[src/rtl/ibex_ex_issue_ctrl_if.sv]
// Issue and writeback handshake bundle for ibex_ex_issue_ctrl.
// Signal names keep the controller's point of view (_i = into the controller).
// The slave modport is used by the controller. The master modport is used by the
// ID/WB side that drives issues and consumes results.
interface ibex_ex_issue_ctrl_if;
  logic        issue_valid_i;
  logic        issue_ready_o;
  logic        issue_mult_i;
  logic        issue_div_i;
  logic        wb_valid_o;
  logic        wb_ready_i;
  logic [31:0] wb_data_o;

  modport slave (
    input  issue_valid_i, issue_mult_i, issue_div_i, wb_ready_i,
    output issue_ready_o, wb_valid_o, wb_data_o
  );

  modport master (
    output issue_valid_i, issue_mult_i, issue_div_i, wb_ready_i,
    input  issue_ready_o, wb_valid_o, wb_data_o
  );
endinterface

[src/rtl/ibex_ex_issue_ctrl.sv]
// ibex_ex_issue_ctrl: issue-side controller for the EX stage.
// The controller sequences one operation through IDLE -> EXEC -> HOLD.
// It drives the EX enables, selects and first-cycle strobe.
// It owns the two 34-bit intermediate registers.
// It holds the result in a registered writeback slot.
// Optional performance counters are enabled by defining IBEX_EX_ISSUE_PERF_EN.
// Without that macro, the counter ports read 0.
module ibex_ex_issue_ctrl #(
  parameter bit MultdivEnable = 1'b1
) (
  input  logic                 clk_i,
  input  logic                 rst_i,
  ibex_ex_issue_ctrl_if.slave  bus,
  input  logic                 flush_i,
  input  logic                 ex_valid_i,
  input  logic [31:0]          result_ex_i,
  input  logic [1:0]           imd_val_we_i,
  input  logic [1:0][33:0]     imd_val_d_i,
  output logic [1:0][33:0]     imd_val_q_o,
  output logic                 alu_instr_first_cycle_o,
  output logic                 mult_en_o,
  output logic                 div_en_o,
  output logic                 mult_sel_o,
  output logic                 div_sel_o,
  output logic                 multdiv_ready_id_o,
  output logic [31:0]          perf_exec_cycles_o,
  output logic [31:0]          perf_ops_o
);

  localparam logic [1:0] S_IDLE = 2'd0;
  localparam logic [1:0] S_EXEC = 2'd1;
  localparam logic [1:0] S_HOLD = 2'd2;

  logic [1:0]       r_state;
  logic             r_mult;
  logic             r_div;
  logic             r_first;
  logic             r_wb_valid;
  logic [31:0]      r_wb_data;
  logic [1:0][33:0] r_imd;

  logic w_idle;
  logic w_exec;
  logic w_hold;
  logic w_issue_mult;
  logic w_issue_div;

  assign w_idle = (r_state == S_IDLE);
  assign w_exec = (r_state == S_EXEC);
  assign w_hold = (r_state == S_HOLD);

  // Multiply takes precedence when ID flags both kinds. Both are suppressed without multdiv support.
  assign w_issue_mult = bus.issue_mult_i & MultdivEnable;
  assign w_issue_div  = bus.issue_div_i & ~bus.issue_mult_i & MultdivEnable;

  // Sequence issue, execution and writeback. A flush kills the op but leaves the stale result data.
  always_ff @(posedge clk_i) begin
    if (rst_i) begin
      r_state    <= S_IDLE;
      r_mult     <= 1'b0;
      r_div      <= 1'b0;
      r_first    <= 1'b0;
      r_wb_valid <= 1'b0;
      r_wb_data  <= '0;
    end else if (flush_i) begin
      r_state    <= S_IDLE;
      r_mult     <= 1'b0;
      r_div      <= 1'b0;
      r_first    <= 1'b0;
      r_wb_valid <= 1'b0;
    end else begin
      case (r_state)
        S_IDLE: begin
          if (bus.issue_valid_i) begin
            r_mult  <= w_issue_mult;
            r_div   <= w_issue_div;
            r_first <= 1'b1;
            r_state <= S_EXEC;
          end
        end
        S_EXEC: begin
          r_first <= 1'b0;
          if (ex_valid_i) begin
            r_wb_data  <= result_ex_i;
            r_wb_valid <= 1'b1;
            r_state    <= S_HOLD;
          end
        end
        S_HOLD: begin
          if (bus.wb_ready_i) begin
            r_wb_valid <= 1'b0;
            r_mult     <= 1'b0;
            r_div      <= 1'b0;
            r_state    <= S_IDLE;
          end
        end
        default: r_state <= S_IDLE;
      endcase
    end
  end

  // Intermediate registers accept EX writes only while executing. Their contents survive across ops.
  always_ff @(posedge clk_i) begin
    if (rst_i || flush_i) begin
      r_imd <= '0;
    end else if (w_exec) begin
      for (int k = 0; k < 2; k++) begin
        if (imd_val_we_i[k]) begin
          r_imd[k] <= imd_val_d_i[k];
        end
      end
    end
  end

  assign bus.issue_ready_o = w_idle;
  assign bus.wb_valid_o    = r_wb_valid;
  assign bus.wb_data_o     = r_wb_data;

  assign imd_val_q_o             = r_imd;
  assign alu_instr_first_cycle_o = w_exec & r_first;
  assign mult_en_o               = w_exec & r_mult;
  assign div_en_o                = w_exec & r_div;
  assign mult_sel_o              = (w_exec | w_hold) & r_mult;
  assign div_sel_o               = (w_exec | w_hold) & r_div;
  assign multdiv_ready_id_o      = w_exec;

`ifdef IBEX_EX_ISSUE_PERF_EN
  logic [31:0] r_perf_exec;
  logic [31:0] r_perf_ops;

  // Count stall cycles past the first EXEC cycle and completed ops. Only reset clears them.
  always_ff @(posedge clk_i) begin
    if (rst_i) begin
      r_perf_exec <= '0;
      r_perf_ops  <= '0;
    end else begin
      if (w_exec && !r_first) begin
        r_perf_exec <= r_perf_exec + 32'd1;
      end
      if (w_exec && ex_valid_i && !flush_i) begin
        r_perf_ops <= r_perf_ops + 32'd1;
      end
    end
  end

  assign perf_exec_cycles_o = r_perf_exec;
  assign perf_ops_o         = r_perf_ops;
`else
  assign perf_exec_cycles_o = '0;
  assign perf_ops_o         = '0;
`endif

endmodule

[src/flat_wrapper.sv]
// flat-port wrapper written by rule: the top's interface ports become plain ports
module ibex_ex_issue_ctrl_flat 
#(
  parameter bit MultdivEnable = 1'b1
)
  (clk_i, rst_i, flush_i, ex_valid_i, result_ex_i, imd_val_we_i, imd_val_d_i, imd_val_q_o, alu_instr_first_cycle_o, mult_en_o, div_en_o, mult_sel_o, div_sel_o, multdiv_ready_id_o, perf_exec_cycles_o, perf_ops_o, bus_issue_valid_i, bus_issue_mult_i, bus_issue_div_i, bus_wb_ready_i, bus_issue_ready_o, bus_wb_valid_o, bus_wb_data_o);
  ibex_ex_issue_ctrl_if bus_i ();
  input  logic clk_i;
  input  logic rst_i;
  input  logic flush_i;
  input  logic ex_valid_i;
  input  logic [31:0] result_ex_i;
  input  logic [1:0] imd_val_we_i;
  input  logic [1:0][33:0] imd_val_d_i;
  output logic [1:0][33:0] imd_val_q_o;
  output logic alu_instr_first_cycle_o;
  output logic mult_en_o;
  output logic div_en_o;
  output logic mult_sel_o;
  output logic div_sel_o;
  output logic multdiv_ready_id_o;
  output logic [31:0] perf_exec_cycles_o;
  output logic [31:0] perf_ops_o;
  input wire logic [$bits(bus_i.issue_valid_i)-1:0] bus_issue_valid_i;
  input wire logic [$bits(bus_i.issue_mult_i)-1:0] bus_issue_mult_i;
  input wire logic [$bits(bus_i.issue_div_i)-1:0] bus_issue_div_i;
  input wire logic [$bits(bus_i.wb_ready_i)-1:0] bus_wb_ready_i;
  output wire logic [$bits(bus_i.issue_ready_o)-1:0] bus_issue_ready_o;
  output wire logic [$bits(bus_i.wb_valid_o)-1:0] bus_wb_valid_o;
  output wire logic [$bits(bus_i.wb_data_o)-1:0] bus_wb_data_o;
  assign bus_i.issue_valid_i = bus_issue_valid_i;
  assign bus_i.issue_mult_i = bus_issue_mult_i;
  assign bus_i.issue_div_i = bus_issue_div_i;
  assign bus_i.wb_ready_i = bus_wb_ready_i;
  assign bus_issue_ready_o = bus_i.issue_ready_o;
  assign bus_wb_valid_o = bus_i.wb_valid_o;
  assign bus_wb_data_o = bus_i.wb_data_o;
  ibex_ex_issue_ctrl #(.MultdivEnable(MultdivEnable)) u_core (.clk_i(clk_i), .rst_i(rst_i), .bus(bus_i), .flush_i(flush_i), .ex_valid_i(ex_valid_i), .result_ex_i(result_ex_i), .imd_val_we_i(imd_val_we_i), .imd_val_d_i(imd_val_d_i), .imd_val_q_o(imd_val_q_o), .alu_instr_first_cycle_o(alu_instr_first_cycle_o), .mult_en_o(mult_en_o), .div_en_o(div_en_o), .mult_sel_o(mult_sel_o), .div_sel_o(div_sel_o), .multdiv_ready_id_o(multdiv_ready_id_o), .perf_exec_cycles_o(perf_exec_cycles_o), .perf_ops_o(perf_ops_o));
endmodule
[config.mk]
export PLATFORM = sky130hd
export DESIGN_NAME = ibex_ex_issue_ctrl_flat
export DESIGN_NICKNAME = d
export VERILOG_FILES = /design/src/rtl/ibex_ex_issue_ctrl_if.sv /design/src/rtl/ibex_ex_issue_ctrl.sv /design/src/flat_wrapper.sv
export SDC_FILE = /design/constraint.sdc
export NUM_CORES = 1
export LEC_CHECK = 0
export BUFFER_PORTS_ARGS = -buffer_cell sky130_fd_sc_hd__buf_2
export CAP_MARGIN = 20
export CORE_AREA = 2 2 109 111
export CTS_CLUSTER_DIAMETER = 80
export DETAILED_ROUTE_END_ITERATION = 12
export DIE_AREA = 0 0 111 113
export PLACE_DENSITY = 0.8
export SLEW_MARGIN = 15
export SYNTH_ARGS = -nofsm -noshare
export SYNTH_HDL_FRONTEND = slang
export SYNTH_SLANG_ARGS = --single-unit
[constraint.sdc]
create_clock -name clk_i -period 2.5 [get_ports clk_i]
set_input_delay 0.25 -clock clk_i [delete_from_list [all_inputs] [get_ports clk_i]]
set_output_delay 0.25 -clock clk_i [all_outputs]
set_load 0.02 [all_outputs]
; Word-level counts from Yosys, hierarchy flattened
; Cells that the tools add are included.
[classes]
eq_ne = 5
n_mux = 13
n_bitwise = 9
n_reduce_logical = 13
[ops]
columns = cell, n
row1 = $reduce_and A3 Y1, 4
row2 = $pmux W1 S2, 4
row3 = $and A1 B1 Y1, 6
row4 = $mux W2, 3
row5 = $ne A2 B2 Y1 const B, 3
row6 = $pmux W2 S3, 1
row7 = $reduce_and A2 Y1, 3
row8 = $reduce_bool A2 Y1, 3
row9 = $mux W1, 5
row10 = $eq A2 B1 Y1 const B, 1
row11 = $eq A2 B2 Y1 const B, 1
row12 = $logic_not A2 Y1, 1
row13 = $not A1 Y1, 2
row14 = $reduce_or A2 Y1, 1
row15 = $logic_or A1 B1 Y1, 1
row16 = $or A1 B1 Y1, 1
[totals]
regBits = 106
inputBits = 110
output_inout_bits = 172
wordCells = 48

; Depth between registers and ports, before layout
[depth]
ltp_word = 4
mapped_depth = 8

; Least setup slack after synthesis
; Ideal clock, no wire load.
[synth_path]
kind = register -> register
startpoint = register u_core.r_state[0]
endpoint = register u_core.r_div
arrival_ns = 1.511
setup_slack_ns = 0.919
path_stages_with_launch = 6
path_buffers = 0
period_less_slack_ns = 1.581
path_cell_list = dfxtp_1 -> inv_1 -> ha_1 -> mux2i_1 -> or4b_1 -> a21oi_1
[synth_via]
elab_chain_cells = 3
elab_cells_between_ends = 7
[synth_lines]
columns = item, line_no
row1 = start: declaration, ibex_ex_issue_ctrl.sv:34  ; logic [1:0] r_state;
row2 = start signal: assignment, ibex_ex_issue_ctrl.sv:59  ; r_state <= S_IDLE;
row3 = start signal: assignment, ibex_ex_issue_ctrl.sv:66  ; r_state <= S_IDLE;
row4 = start signal: assignment, ibex_ex_issue_ctrl.sv:78  ; r_state <= S_EXEC;
row5 = $logic_not A2 Y1 (*), -
row6 = net bus_issue_ready_o, flat_wrapper.sv:28  ; output wire logic [$bits(bus_i.issue_ready_o)-1:0] bus_issue_ready_o;
row7 = $ne A2 B2 Y1 (no line) / $reduce_bool A2 Y1 (equally long branches), -
row8 = $reduce_and A3 Y1 (no line), -
row9 = end signal: assignment, ibex_ex_issue_ctrl.sv:76  ; r_div <= w_issue_div;
row10 = end: declaration, ibex_ex_issue_ctrl.sv:36  ; logic r_div;
; The timed path passes the listed nets; every way through them passes the cells marked *.
; A chain may end at the register's enable or synchronous reset.

; Worst setup path in the final report
[layout_path]
startpoint = register u_core.r_state[0]
endpoint = output mult_sel_o
[layout_via]
elab_chain_cells = 3
elab_cells_between_ends = 4
[layout_lines]
columns = item, line_no
row1 = $eq A2 B1 Y1 / $eq A2 B2 Y1 (equally long branches), "ibex_ex_issue_ctrl.sv:49, ibex_ex_issue_ctrl.sv:50"
row2 = $or A1 B1 Y1 (*), ibex_ex_issue_ctrl.sv:123  ; assign mult_sel_o = (w_exec | w_hold) & r_mult;
row3 = $and A1 B1 Y1 (*), ibex_ex_issue_ctrl.sv:123
row4 = end: declaration, flat_wrapper.sv:19  ; output logic mult_sel_o;
; Every way passes the cells marked *; elsewhere a longest branch is shown, timed or not.

==> results_dict.tcl <==
set metrics [dict create \
    hold_path_end "u_core.bus.wb_data_o[14]$_SDFFE_PP0P_" \
    path_clk_slew_ns 0.07 \
    finalNonFillerCells 899 \
    worstPathRequired_ns 2.25 \
    rsz0062_at_grt "no" \
    worstPathMaxFanout 4 \
    syn_area_sq_um 4320 \
    yosysSeqAreaShare_pct 49.2 \
    cts_setup_buffers 0 \
    syn_avg_cell_area_sq_um 7.87 \
    post_drt_wl_per_cell_um 11.8 \
    holdBufCountCts 0 \
    gp_congestion 0.751 \
    fin_skew_ns 0.00463 \
    placed_cells 882 \
    coreArea_sq_um 11300 \
    hpwl_um 7660 \
    arrival_ns 1.45 \
    first_iter_violations 252 \
    areaGrowthSynthToFinish_pct 28.7 \
    slew_violations 0 \
    cts_tree "yes" \
    p_leak_nw 2.58 \
    ys_top_cells_by_count "nand2_1 (202), dfxtp_1 (106), a21oi_1 (102)" \
    rr_worst_depth 5 \
    die_h_um 113 \
    ctsHtreeMaxLevel 3 \
    setup_viol 0 \
    holdWs_ns 0.141 \
    period_share_pct 68.1 \
    overflow 0 \
    intPower_mw 2.62 \
    yosysTopAreaCell "dfxtp_1" \
    num_vias 3974 \
    grt_pass1_vias 3649 \
    synthAdderAreaFrac_pct 1.45 \
    ant_nets 0 \
    synth_xor_area_share_pct 0 \
    post_cts_resize_count 0 \
    end_kind "primary output" \
    r2r_end "u_core.r_mult$_SDFFE_PP0P_" \
    die_x_um 111 \
    synth_top_family_by_area "simple AND/OR/NAND/NOR gates" \
    synth_flop_cell "dfxtp_1" \
    drc 0 \
    num_rows 39 \
    setup_tns_ns 0 \
    synth_mux_area_share_pct 0.493 \
    dieArea_sq_um 12500 \
    drive_above_1_share_pct 32.2 \
    cp_top_family "flip-flops" \
    crit_buf_inv 2 \
    r2r-start "u_core.r_state[0]$_SDFFE_PP0P_" \
    post-synth-top-count-cell "nand2_1" \
    wirelength_um 10600 \
    yosys.area_share.simple_pct 20.7 \
    whs_path_depth 3 \
    yosys_warnings 0 \
    path_class "register to primary output" \
    grt_max_degree 42 \
    track_usage_pct 16.5 \
    initial_core_util_pct 38.3 \
    cpMaxStageDelayCell "dfxtp_1" \
    synth-seq-cells 106 \
    synthCells 548 \
    port_buffers 217 \
    swShare_pct 24.5 \
    post-place-ws_ns 0.899 \
    synth_compound_area_share_pct 13.1 \
    p_seq_share_pct 49.5 \
    min_path_type "input port to register" \
    clkPwrFrac_pct 40.8 \
    p_sw_mw 0.849 \
    cts_root_buf "clkbuf_16" \
    cts_buffer_depth 2 \
    synth_edf_count 0 \
    first_pass_iters 4 \
    max_freq_mhz 588 \
    drv_cap 0 \
    via_per_inst 4.42 \
    comb_power_share_pct 9.7 \
    crit_path_max_incr_delay_ns 0.38 \
    hold_violations 0 \
    worst_slack_ns 0.798 \
    status "finished clean" \
    clkLatencyLatePin_ns 0.34 \
    path_cells "inv_1 > ha_1 > and2_1 > buf_2" \
    synthTopCellsByArea "dfxtp_1 (49%), nand2_1 (18%), a21oi_1 (12%)" \
    yosys.area.top_type_share_pct 49.2 \
    regToRegSetupSlack_ns 0.88 \
    async_flop_share_pct 0 \
    ir_drop_uv 417 \
    clkSinkCount 106 \
    antenna_found_initial 1 \
    layout_min_cycle_time_ns 1.70 \
    numCtsBuffers 9 \
    finalNetCount 865 \
    grt_pass1_wl_um 16900 \
    finalPower_mw 3.47 \
    powerDensity_nw_per_um2 625 \
    hold_start "result_ex_i[14]" \
    ys_types 27 \
    cp-start-kind "register" \
    io_pins 282 \
]
metal layers:
layer  part of all wire (%)  global-route usage, %  vias to the layer above
met2                     49                   28.5                      170
met1                     40                   18.7                     1765
li1                       -                      -                     2021
met4                    2.2                   7.08                        0
met5                      0                      0                        -
met3                    9.4                   5.36                       18
layout by cell type (no fill, tap or decap), drive strengths merged:
| cell type | n |
|---|---|
| clkinvlp | 1 |
| ha | 5 |
| a211oi | 1 |
| or4b | 2 |
| a31oi | 3 |
| a21oi | 102 |
| mux2 | 1 |
| nand2b | 2 |
| and2 | 7 |
| nor3b | 1 |
| or2 | 2 |
| and3b | 1 |
| a311oi | 2 |
| nand4 | 1 |
| nor2 | 1 |
| mux2i | 1 |
| clkbuf | 12 |
| dfxtp | 106 |
| nand2 | 202 |
| inv | 4 |
| o21ai | 2 |
| nand3b | 1 |
| nor2b | 1 |
| or2b | 1 |
| clkinv | 2 |
| conb | 64 |
| diode | 1 |
| bufinv | 1 |
| buf | 226 |
sequential cells by signal (all words and copies together), names as in the netlist:
register	count
u_core.bus.wb_data_o	32
u_core.r_first	1
u_core.r_mult	1
u_core.bus.wb_valid_o	1
u_core.r_state	2
u_core.imd_val_q_o	68
u_core.r_div	1
worst max path at each step:
| stage | start | endpoint | slack [ns] | cells past startpoint |
|---|---|---|---|---|
| global placement | u_core.r_state[0]$_SDFFE_PP0P_ | u_core.r_div$_SDFFE_PP0P_ | 0.96 | 5 |
| finish | u_core.r_state[0]$_SDFFE_PP0P_ | mult_sel_o | 0.80 | 4 |
| CTS | u_core.r_state[0]$_SDFFE_PP0P_ | div_sel_o | 0.78 | 4 |
| global route | u_core.r_state[1]$_SDFFE_PP0P_ | alu_instr_first_cycle_o | 0.70 | 4 |
| detailed placement | u_core.r_state[1]$_SDFFE_PP0P_ | u_core.imd_val_q_o[6]$_SDFFE_PP0P_ | 0.90 | 6 |
| floorplan | u_core.r_state[0]$_SDFFE_PP0P_ | u_core.r_div$_SDFFE_PP0P_ | 0.92 | 5 |
logic make-up after synthesis:
logic type / after synthesis
AOI/OAI and AO/OA: 110
adders and majority gates: 5
buffers and inverters: 102
DFF: 106
muxes: 2
other: 1
and+or+nand+nor: 222
through the flow:
stage	area [sq um]	utilization [%]
6_report	5550	49.3
5_1_grt	5550	49.3
4_1_cts	5550	49.2
3_5_place_dp	5250	46.6
3_3_place_gp	5250	46.6
2_1_floorplan	4550	-
area by class of cell:
type                    count  area [sq um]
diodes                      1          2.50
clock buffers              12           246
clock inverters             4          51.3
fillers                  1148          5720
inverters                   4          15.0
multi-input cells         403          1780
flip-flops and latches    106          2120
well taps                 143           179
repair buffers            226          1150
worst reg2reg max path, cell delays in order, from the launching register on:
cell	delay, ns
dfxtp_1	0.38
inv_1	0.10
ha_1	0.27
mux2i_1	0.17
or4b_1	0.48
a21oi_1	0.15
power groups by stage:
| stage | Clock [mW] | Sequential [mW] | Combinational (mW) |
|---|---|---|---|
| after floorplan | 0 | 1.78 | 0.263 |
| after global placement | 0 | 1.76 | 0.337 |
| after detailed placement | 0 | 1.76 | 0.338 |
| after CTS | 1.47 | 1.72 | 0.339 |
| after global routing | 1.53 | 1.72 | 0.370 |
| final | 1.42 | 1.72 | 0.337 |
(Power assumes the default switching activity.)
